## src/rtl/alu_arbiter.sv

```systemverilog
// alu_arbiter: round-robin arbiter that shares one external combinational ALU
// between two requesters. It registers the chosen operands onto the alu_*
// ports, captures the ALU result one cycle later, and returns that result
// with the owner's ID over a valid/ready response channel. Only one operation
// is outstanding at a time.
module alu_arbiter #(
  parameter int WIDTH = 32
) (
  input  logic             clk,
  input  logic             rst,
  input  logic             req0_valid,
  input  logic [2:0]       req0_opcode,
  input  logic [WIDTH-1:0] req0_left,
  input  logic [WIDTH-1:0] req0_right,
  output logic             req0_ready,
  input  logic             req1_valid,
  input  logic [2:0]       req1_opcode,
  input  logic [WIDTH-1:0] req1_left,
  input  logic [WIDTH-1:0] req1_right,
  output logic             req1_ready,
  output logic [2:0]       alu_opcode,
  output logic [WIDTH-1:0] alu_left,
  output logic [WIDTH-1:0] alu_right,
  input  logic [WIDTH-1:0] alu_result,
  output logic             resp_valid,
  output logic             resp_id,
  output logic [WIDTH-1:0] resp_result,
  input  logic             resp_ready
);

  typedef enum logic [1:0] {
    IDLE = 2'd0,
    EXEC = 2'd1,
    RESP = 2'd2
  } state_t;

  state_t           state_q, state_d;
  logic             last_grant_q, last_grant_d;
  logic             id_q, id_d;
  logic [2:0]       alu_opcode_q, alu_opcode_d;
  logic [WIDTH-1:0] alu_left_q, alu_left_d;
  logic [WIDTH-1:0] alu_right_q, alu_right_d;
  logic             resp_valid_q, resp_valid_d;
  logic             resp_id_q, resp_id_d;
  logic [WIDTH-1:0] resp_result_q, resp_result_d;

  logic grant_valid;
  logic grant;

  // Round-robin grant, only while idle: a lone requester wins, otherwise the
  // one that was not served last.
  always_comb begin
    // NOTE: every always_comb output gets a default first so no path leaves
    // it unassigned, which would otherwise infer a latch.
    grant_valid = 1'b0;
    grant       = 1'b0;
    if (state_q == IDLE) begin
      if (req0_valid && req1_valid) begin
        grant_valid = 1'b1;
        grant       = ~last_grant_q;
      end else if (req0_valid) begin
        grant_valid = 1'b1;
        grant       = 1'b0;
      end else if (req1_valid) begin
        grant_valid = 1'b1;
        grant       = 1'b1;
      end
    end
  end

  // A grant only exists when its requester is valid, so a raised ready is an accept.
  assign req0_ready = grant_valid && !grant;
  assign req1_ready = grant_valid &&  grant;

  // Next-state and datapath load decisions for the IDLE -> EXEC -> RESP cycle.
  always_comb begin
    state_d       = state_q;
    last_grant_d  = last_grant_q;
    id_d          = id_q;
    alu_opcode_d  = alu_opcode_q;
    alu_left_d    = alu_left_q;
    alu_right_d   = alu_right_q;
    resp_valid_d  = resp_valid_q;
    resp_id_d     = resp_id_q;
    resp_result_d = resp_result_q;
    unique case (state_q)
      IDLE: begin
        if (grant_valid) begin
          alu_opcode_d = grant ? req1_opcode : req0_opcode;
          alu_left_d   = grant ? req1_left   : req0_left;
          alu_right_d  = grant ? req1_right  : req0_right;
          id_d         = grant;
          last_grant_d = grant;
          state_d      = EXEC;
        end
      end
      EXEC: begin
        resp_result_d = alu_result;
        resp_id_d     = id_q;
        resp_valid_d  = 1'b1;
        state_d       = RESP;
      end
      RESP: begin
        if (resp_ready) begin
          resp_valid_d = 1'b0;
          state_d      = IDLE;
        end
      end
      default: state_d = IDLE;
    endcase
  end

  // State registers with synchronous reset; reset drops any in-flight operation.
  always_ff @(posedge clk) begin
    // NOTE: sequential state uses non-blocking assignments so every flop
    // samples pre-edge values regardless of statement order.
    if (rst) begin
      state_q       <= IDLE;
      last_grant_q  <= 1'b1;
      id_q          <= 1'b0;
      alu_opcode_q  <= '0;
      alu_left_q    <= '0;
      alu_right_q   <= '0;
      resp_valid_q  <= 1'b0;
      resp_id_q     <= 1'b0;
      resp_result_q <= '0;
    end else begin
      state_q       <= state_d;
      last_grant_q  <= last_grant_d;
      id_q          <= id_d;
      alu_opcode_q  <= alu_opcode_d;
      alu_left_q    <= alu_left_d;
      alu_right_q   <= alu_right_d;
      resp_valid_q  <= resp_valid_d;
      resp_id_q     <= resp_id_d;
      resp_result_q <= resp_result_d;
    end
  end

  assign alu_opcode  = alu_opcode_q;
  assign alu_left    = alu_left_q;
  assign alu_right   = alu_right_q;
  assign resp_valid  = resp_valid_q;
  assign resp_id     = resp_id_q;
  assign resp_result = resp_result_q;

endmodule

```

## config.mk

```make
export PLATFORM = sky130hd
export DESIGN_NAME = alu_arbiter
export DESIGN_NICKNAME = d
export VERILOG_FILES = /design/src/rtl/alu_arbiter.sv
export SDC_FILE = /design/constraint.sdc
export NUM_CORES = 1
export LEC_CHECK = 0
export CAP_MARGIN = 20
export CELL_PAD_IN_SITES_DETAIL_PLACEMENT = 1
export CELL_PAD_IN_SITES_GLOBAL_PLACEMENT = 1
export CORE_MARGIN = 1.5
export CORE_UTILIZATION = 26
export CTS_CLUSTER_DIAMETER = 100
export DETAILED_ROUTE_END_ITERATION = 10
export GPL_ROUTABILITY_DRIVEN = 0
export HOLD_SLACK_MARGIN = 0.1
export PLACE_DENSITY_LB_ADDON = 0.1
export SLEW_MARGIN = 25
export SYNTH_ARGS = -nofsm -noshare
export SYNTH_HDL_FRONTEND = slang
export SYNTH_SLANG_ARGS = --single-unit
export TNS_END_PERCENT = 5
```

## constraint.sdc

```tcl
create_clock -name clk -period 2 [get_ports clk]
set_input_delay 0.2 -clock clk [delete_from_list [all_inputs] [get_ports clk]]
set_output_delay 0.2 -clock clk [all_outputs]
set_load 0.05 [all_outputs]
```

# Word level (Yosys, flattened, before mapping)
# Cells that the tools add are included.
[totals] latch_bits=0 wordCells=38 out_inout_bits=103 mem_bits_ro=0 memories=0 reg_bits=105 mem_bits_rw=0 inputBits=171
[op_classes] magnitude_cmp=0 n_eq_ne=4 n_mul=0 bitwise_logic=1 mux=15 n_reduce_logical=9 add_sub_neg=0 shift=0 div_mod_pow=0
[op_table] operator="2-to-1 mux 32 bit" count=2
[op_table] operator="2-to-1 mux 1 bit" count=8
[op_table] operator="one-hot mux 2 bit (3 select lines)" count=1
[op_table] operator="AND reduction 2 bit" count=3
[op_table] operator="2-to-1 mux 2 bit" count=2
[op_table] operator="inequality test 2 bit (second input constant)" count=2
[op_table] operator="logical AND 1 bit" count=3
[op_table] operator="2-to-1 mux 3 bit" count=1
[op_table] operator="equality test 2 x 1 -> 1 bit (second input constant)" count=1
[op_table] operator="equality test 2 bit (second input constant)" count=1
[op_table] operator="zero test 2 bit" count=1
[op_table] operator="one-hot mux 1 bit (2 select lines)" count=1
[op_table] operator="nonzero test 2 bit" count=1
[op_table] operator="zero test 1 bit" count=1
[op_table] operator="NOT 1 bit" count=1

# Logic depth before layout (Yosys ltp)
# Gate-level depths: netlist of the first run.
[depth] depth_word=6 ltp_mapped=6 mapped_depth_nobuf=4

# Least setup slack after synthesis of the first run
# No wires, ideal clock.
[synth_path] path_kind="reg2out" startpoint="reg state_q[1]" endpoint="out req0_ready" n_path_buf=1 setup_slack_ns=0.273 required_time_ns=1.800 path_stages_with_launch=5 arrival_time_ns=1.527 path_cell_list="dfxtp_1 > nor2_1 > buf_2 > nand2_1 > nor2_1"
[synth_between] elab_chain_len=4 word_cells_on_any_way=5 classes_between="mux (2); reduce/logical (3)"
[synth_lines] element="start, declared" line_no="37" text="state_t state_q, state_d;"
[synth_lines] element="start signal, assigned" line_no="128" text="state_q <= state_d;"
[synth_lines] element="zero test 2 bit (*)" line_no="57" text="if (state_q == IDLE) begin"
[synth_lines] element="2-to-1 mux 1 bit" line_no="57"
[synth_lines] element="zero test 1 bit" line_no="72" text="assign req0_ready = grant_valid && !grant;"
[synth_lines] element="logical AND 1 bit (*)" line_no="72"
[synth_lines] element="end, declared" line_no="15" text="output logic req0_ready,"
# Mark *: on every way between the ends. The rest lies on a longest branch, timed or not.

# Worst setup path in the final report of the first run
[layout_path] startpoint="in req0_valid" endpoint="out req0_ready"
[layout_between] elab_chain_len=5 word_cells_on_any_way=9 classes_between="mux (6); reduce/logical (3)"
[layout_lines] element="start, declared" line_no="11" text="input logic req0_valid,"
[layout_lines] element="2-to-1 mux 1 bit / logical AND 1 bit (equally long branches)" line_no="61, 58"
[layout_lines] element="2-to-1 mux 1 bit" line_no="58" text="if (req0_valid && req1_valid) begin"
[layout_lines] element="2-to-1 mux 1 bit" line_no="57"
[layout_lines] element="zero test 1 bit" line_no="72"
[layout_lines] element="logical AND 1 bit (*)" line_no="72"
# Marks and branches as above.

==> results of run 1 <==
synthesized netlist by cell type, drive strengths merged:
cell type / instances / area (um^2)
nand2b: 1 / 6.26
or2: 2 / 12.5
a21oi: 102 / 510
nor4: 201 / 1400
nor2: 5 / 26.3
nand3b: 1 / 7.51
a21bo: 1 / 10.0
or3b: 1 / 8.76
dfxtp: 105 / 2100
a21boi: 1 / 11.3
buf: 38 / 241
a211o: 1 / 8.76
o21ai: 2 / 10.0
clkbuf: 40 / 150
nor2b: 1 / 6.26
inv: 1 / 3.75
nand2: 68 / 255
cells in the final DEF (no fill, tap or decap), types with 2 or more instances in the layout:
master / n
sky130_fd_sc_hd__clkdlybuf4s50_1: 270
sky130_fd_sc_hd__nand2_1: 68
sky130_fd_sc_hd__inv_6: 3
sky130_fd_sc_hd__dfxtp_1: 105
sky130_fd_sc_hd__nor2_1: 3
sky130_fd_sc_hd__nor2_4: 2
sky130_fd_sc_hd__buf_4: 13
sky130_fd_sc_hd__a21oi_1: 102
sky130_fd_sc_hd__nor4_2: 22
sky130_fd_sc_hd__clkbuf_16: 9
sky130_fd_sc_hd__nor4_1: 179
sky130_fd_sc_hd__buf_12: 9
path summary, 6_finish.rpt:
path,startpoint,to,cells after the start
worst max-delay path,req0_valid,req0_ready,5
worst min-delay path,alu_result[30],resp_result[30],3
worst max register to register,state_q[1],alu_opcode[2],4
worst min register to register,resp_result[5],resp_result[5],2
power groups by stage:
stage | Sequential [mW] | Clock [mW] | Combinational [mW]
finish | 2.45 | 1.77 | 2.56
CTS | 2.45 | 1.84 | 2.57
global route | 2.48 | 1.92 | 2.71
floorplan | 3.23 | 0 | 0.792
global placement | 2.48 | 0 | 2.53
detailed placement | 2.49 | 0 | 2.56
layer usage:
layer | part of all wire (%) | wire (um)
met5 | 0 | 0
met4 | 2.3 | 454
met3 | 6.1 | 1220
met2 | 46 | 9250
met1 | 45 | 9030
worst max-delay path, delay by kind of cell:
family	cells	cell delay, ns
buffers and inverters	2	0.79
AND/OR/NAND/NOR	3	0.56
cell type report:
cell class | count | area, um^2
clock buffers | 11 | 243
clock inverters | 5 | 45.0
fillers | 2050 | 10000
inverters | 1 | 3.75
multi-input cells | 387 | 2290
flip-flops and latches | 105 | 2100
well taps | 229 | 287
repair buffers | 293 | 2990
metrics by stage:
| step | instances | power (mW) | hold slack [ns] |
|---|---|---|---|
| 2_1_floorplan | 571 | 4.02 | 0.336 |
| 3_3_place_gp | 1015 | 5.01 | 0.441 |
| 3_5_place_dp | 1015 | 5.05 | 0.448 |
| 4_1_cts | 1031 | 6.86 | 0.371 |
| 5_1_grt | 1031 | 7.11 | 0.387 |
| 6_report | 1031 | 6.78 | 0.385 |
flip-flops by register name, indices dropped and copies added, names as in the netlist:
| name | cells |
|---|---|
| alu_left | 32 |
| alu_right | 32 |
| resp_result | 32 |
| alu_opcode | 3 |
| state_q | 2 |
| id_q | 1 |
| last_grant_q | 1 |
| resp_id | 1 |
| resp_valid | 1 |
repair_timing:
item                       in CTS  in global routing
hold buffers                    0                  0
setup endpoints to repair       0                 37
gates resized for setup         0                  1
logic make-up (layout without fill, tap and decap cells):
family	Yosys count	count (layout)	synth area share, %
AOI/OAI and AO/OA	107	107	11.6
buffers and inverters	79	310	8.30
DFF	105	105	44.1
and+or+nand+nor	280	280	36.0
==> out/results.ini, run 1 <==
[place]
quantity_of_i_o_buffers_inserted_on_ports = 273
placed_cell_area_um2 = 7670
pre_cts_slack_ns = 0.0730
dp.final_hpwl_um = 13400

[drt]
dr_total_vias = 5504
antenna_violating_nets_post_route = 0
detailedRoute.firstIterationViolations = 233
route.detailed.drc = 0
detailedRoute.firstPassIterationCount = 4
routedWlPerCell_um = 19.4
detail_route.wirelength_um = 20000
post_drt_via_cell_ratio = 5.34

[synthesis]
synth.yosys.warnings = 0
synthCells = 571
synth_area_per_cell_um2 = 8.35
yosysSeqAreaShare_pct = 44.1
synth_cell_types = 23
post_synth_instance_area_um2 = 4770
count_of_state_elements_after_synthesis = 105
post_synth_net_total = 742

[global_route]
gr-usage-all-layers_pct = 20.5
grt.met2_usage_pct = 32.4
global_route.peak_usage_layer = met2
grt_pass1_wl_um = 31900
antenna_found_initial = 0
largest_net_degree_at_the_start_of_global_routing = 85
grt_pass1_vias = 5716
globalRouteOverflowTotal = 0
met1_usage_pct = 27.5
use_met3_pct = 4.64

[finish]
layout.nets = 968
layout-drive-gt1-share_pct = 8.48
antenna_cells_inserted = 0
final_util_pct = 44.3
design_area_um2 = 7960
area_added_between_synthesis_and_finish_pct = 67.0

[timing]
timing_worst_slew_pin_value_ns = 0.680
layout_worst_path_cycle_share_pct = 87.9
totalNegativeSetupSlack_ns = 0
timing.final.crit_period_ns = 1.76
clock_skew_ns = 0.00790
final-max-slew-violation-count = 0
setup_repair_after_global_routing_missed_its_margin = no
final-hold-violation-count = 0
fin_worst_setup_slack_ns = 0.242
setup_viol = 0
relSlewSlack_pct = 54.7
timing.fmax_mhz = 569

[status]
outcome = completed

[clock_tree]
cts_made_buffers = 9
cts_root_buffer = sky130_fd_sc_hd__clkbuf_16
cts.htree.levels = 3
clock_latency_ns = 0.36
clock_tree_from_tritoncts = yes
numClockSinks = 105
clock_tree.buffer_depth = 2
post_cts_clock_slew_at_the_launch_and_capture_registers_of_the_worst_setup_and_hold_paths_ns = 0.08
postCtsSetupRepairBufs = 0

[critical_path]
start_kind = input port
critPathCaptureType = output port
worst-r2r-setup-slack_ns = 0.27
crit_path_top_delay_cell = sky130_fd_sc_hd__clkdlybuf4s50_1
critical-path-max-stage-delay_ns = 0.61
crit_path_cell_trace = clkdlybuf4s50_1 -> or2_2 -> nand2_1 -> nor2_1 -> buf_12
crit_path_max_fanout = 4
worst_ep_arrival_time_ns = 1.56
cp.required_ns = 1.80
path_class = input port to output port

[pwr]
power.switching_mw = 2.58
power.switching_fraction_pct = 38.0
power.leakage_nw = 2.66
max_vdd_drop_uv = 588
power_frac_seq_pct = 36.1
power_frac_clock_pct = 26.2
intPower_mw = 4.20
powerDensity_nw_per_um2 = 852
power.share.combinational_pct = 37.7

[floorplan]
core-area_um2 = 18000
start_util_pct = 26.5
chipHeight_um = 138
dieArea_um2 = 19200
chipWidth_um = 138
placement_rows = 49
boundaryPins = 274

[flow_run]
maxcap_viol_count = 0

[hold_path]
min_path_type = input port to register

Power figures use the tool's default switching activity.
==> inputs of run 2 (changes only) <==
Settings changed: CORE_ASPECT_RATIO set to 1.5, SKIP_LAST_GASP set to 1.
==> run 2 against run 1 <==
Net effect: clock power is 6% higher; sequential power hardly changed; register-to-register slack better by 0.03 ns; core utilization hardly changed; first-iteration DRC count is 16% lower; sequential share of layout area hardly changed; die area hardly changed; via count is 0.91% higher; clock skew hardly changed; critical path type is now register to output port; highest routed layer unchanged.
==> out/results.ini, run 2 (synthesis results as in run 1) <==
[status]
outcome = completed

[timing]
timing.fmax_mhz = 565
setup_repair_after_global_routing_missed_its_margin = no
timing.final.crit_period_ns = 1.77
whs_ns = 0.150
setup_viol = 0
timing_worst_slew_pin_value_ns = 0.592
clock_skew_ns = 0.00793
layout_worst_path_cycle_share_pct = 88.5
final-max-slew-violation-count = 0
final-hold-violation-count = 0
totalNegativeSetupSlack_ns = 0
relSlewSlack_pct = 60.4

[drt]
dr_total_vias = 5554
antenna_violating_nets_post_route = 0
detailedRoute.firstIterationViolations = 195
detail_route.wirelength_um = 20600
routedWlPerCell_um = 20.2
route.detailed.drc = 0
detailedRoute.firstPassIterationCount = 4
post_drt_via_cell_ratio = 5.45

[global_route]
met1_usage_pct = 23.7
gr-usage-all-layers_pct = 20.9
global_route.peak_usage_layer = met2
grt.met2_usage_pct = 37.3
globalRouteOverflowTotal = 0
largest_net_degree_at_the_start_of_global_routing = 85
grt_pass1_vias = 5826
use_met3_pct = 3.90
grt_pass1_wl_um = 31500
antenna_found_initial = 1

[pwr]
powerDensity_nw_per_um2 = 866
max_vdd_drop_uv = 345
power.leakage_nw = 2.67
total_power_mw = 6.89

[hold_path]
min_path_type = input port to register

[place]
quantity_of_i_o_buffers_inserted_on_ports = 273
dp.final_hpwl_um = 14200
dp.cells = 1003

[critical_path]
worst_path_dominant_cell_family = buffers and inverters
crit_path_top_delay_cell = sky130_fd_sc_hd__clkdlybuf4s50_1
crit_path_cell_trace = clkdlybuf4s50_1
critPathCaptureType = output port
critical-path-max-stage-delay_ns = 0.87
crit_path_max_fanout = 2
start_kind = register
worst_ep_arrival_time_ns = 1.57
critPathBufInv = 1
cp.required_ns = 1.80
path_class = register to output port

[floorplan]
chipWidth_um = 114
start_util_pct = 26.6
chipHeight_um = 169
boundaryPins = 274
dieArea_um2 = 19200
placement_rows = 60
core-area_um2 = 17900

[clock_tree]
clock_tree_from_tritoncts = yes
cts.htree.levels = 3
cts_root_buffer = sky130_fd_sc_hd__clkbuf_16
clock_tree.buffer_depth = 2
numClockSinks = 105
postCtsSetupRepairBufs = 0
cts_made_buffers = 9
cts.repair.resized = 0
cts_hold_buf = 0
clock_latency_ns = 0.36
post_cts_clock_slew_at_the_launch_and_capture_registers_of_the_worst_setup_and_hold_paths_ns = 0.08

[finish]
nFillCells = 2064
most-common-layout-cells = sky130_fd_sc_hd__clkdlybuf4s50_1, sky130_fd_sc_hd__nor4_1, sky130_fd_sc_hd__dfxtp_1, sky130_fd_sc_hd__a21oi_1, sky130_fd_sc_hd__nand2_1
layout.nets = 968
area_added_between_synthesis_and_finish_pct = 67.0
layout-drive-gt1-share_pct = 8.60
mostFrequentLayoutCell = sky130_fd_sc_hd__clkdlybuf4s50_1
non_filler_instance_count_after_layout = 1020

[flow_run]
maxcap_viol_count = 0

run 2: power by group:
part / switching [mW] / internal [mW]
clock: 0.892 / 0.987
sequential: 0.132 / 2.32
combinational: 1.58 / 0.977
run 2: through the flow:
stage                     setup slack, ns  area [um^2]  utilization, %
after global routing                0.180         7960            44.4
after global placement              0.242         7650            42.7
after floorplan                     0.273         4770               -
final                               0.229         7960            44.4
after detailed placement            0.105         7650            42.7
after CTS                           0.207         7960            44.3
run 2: per-layer routing:
metal / part of all wire, % / wire (um) / vias up
met5: 0 / 0 / -
met4: 3.1 / 637 / 0
met3: 5.7 / 1170 / 34
met2: 51 / 10600 / 195
met1: 40 / 8180 / 2682
li1: - / - / 2643
run 2: cell type report:
| type | count | area (um^2) | share of cell area (%) |
|---|---|---|---|
| Timing Repair Buffer | 293 | 2990 | 37.5 |
| Multi-Input combinational cell | 387 | 2290 | 28.8 |
| Sequential cell | 105 | 2100 | 26.4 |
| Tap cell | 217 | 272 | 3.41 |
| Clock buffer | 9 | 225 | 2.83 |
| Clock inverter | 7 | 76.3 | 0.959 |
| Inverter | 1 | 3.75 | 0.0472 |
| Antenna cell | 1 | 2.50 | 0.0314 |
run 2: path summary, 6_finish.rpt:
path                   startpoint              end  slack (ns)  cells after the start
setup / recovery     alu_left[20]     alu_left[20]        0.23                      1
hold / removal                rst    alu_right[20]        0.15                      2
setup reg to reg       state_q[1]     alu_left[10]        0.30                      4
hold reg to reg   resp_result[19]  resp_result[19]        0.46                      2
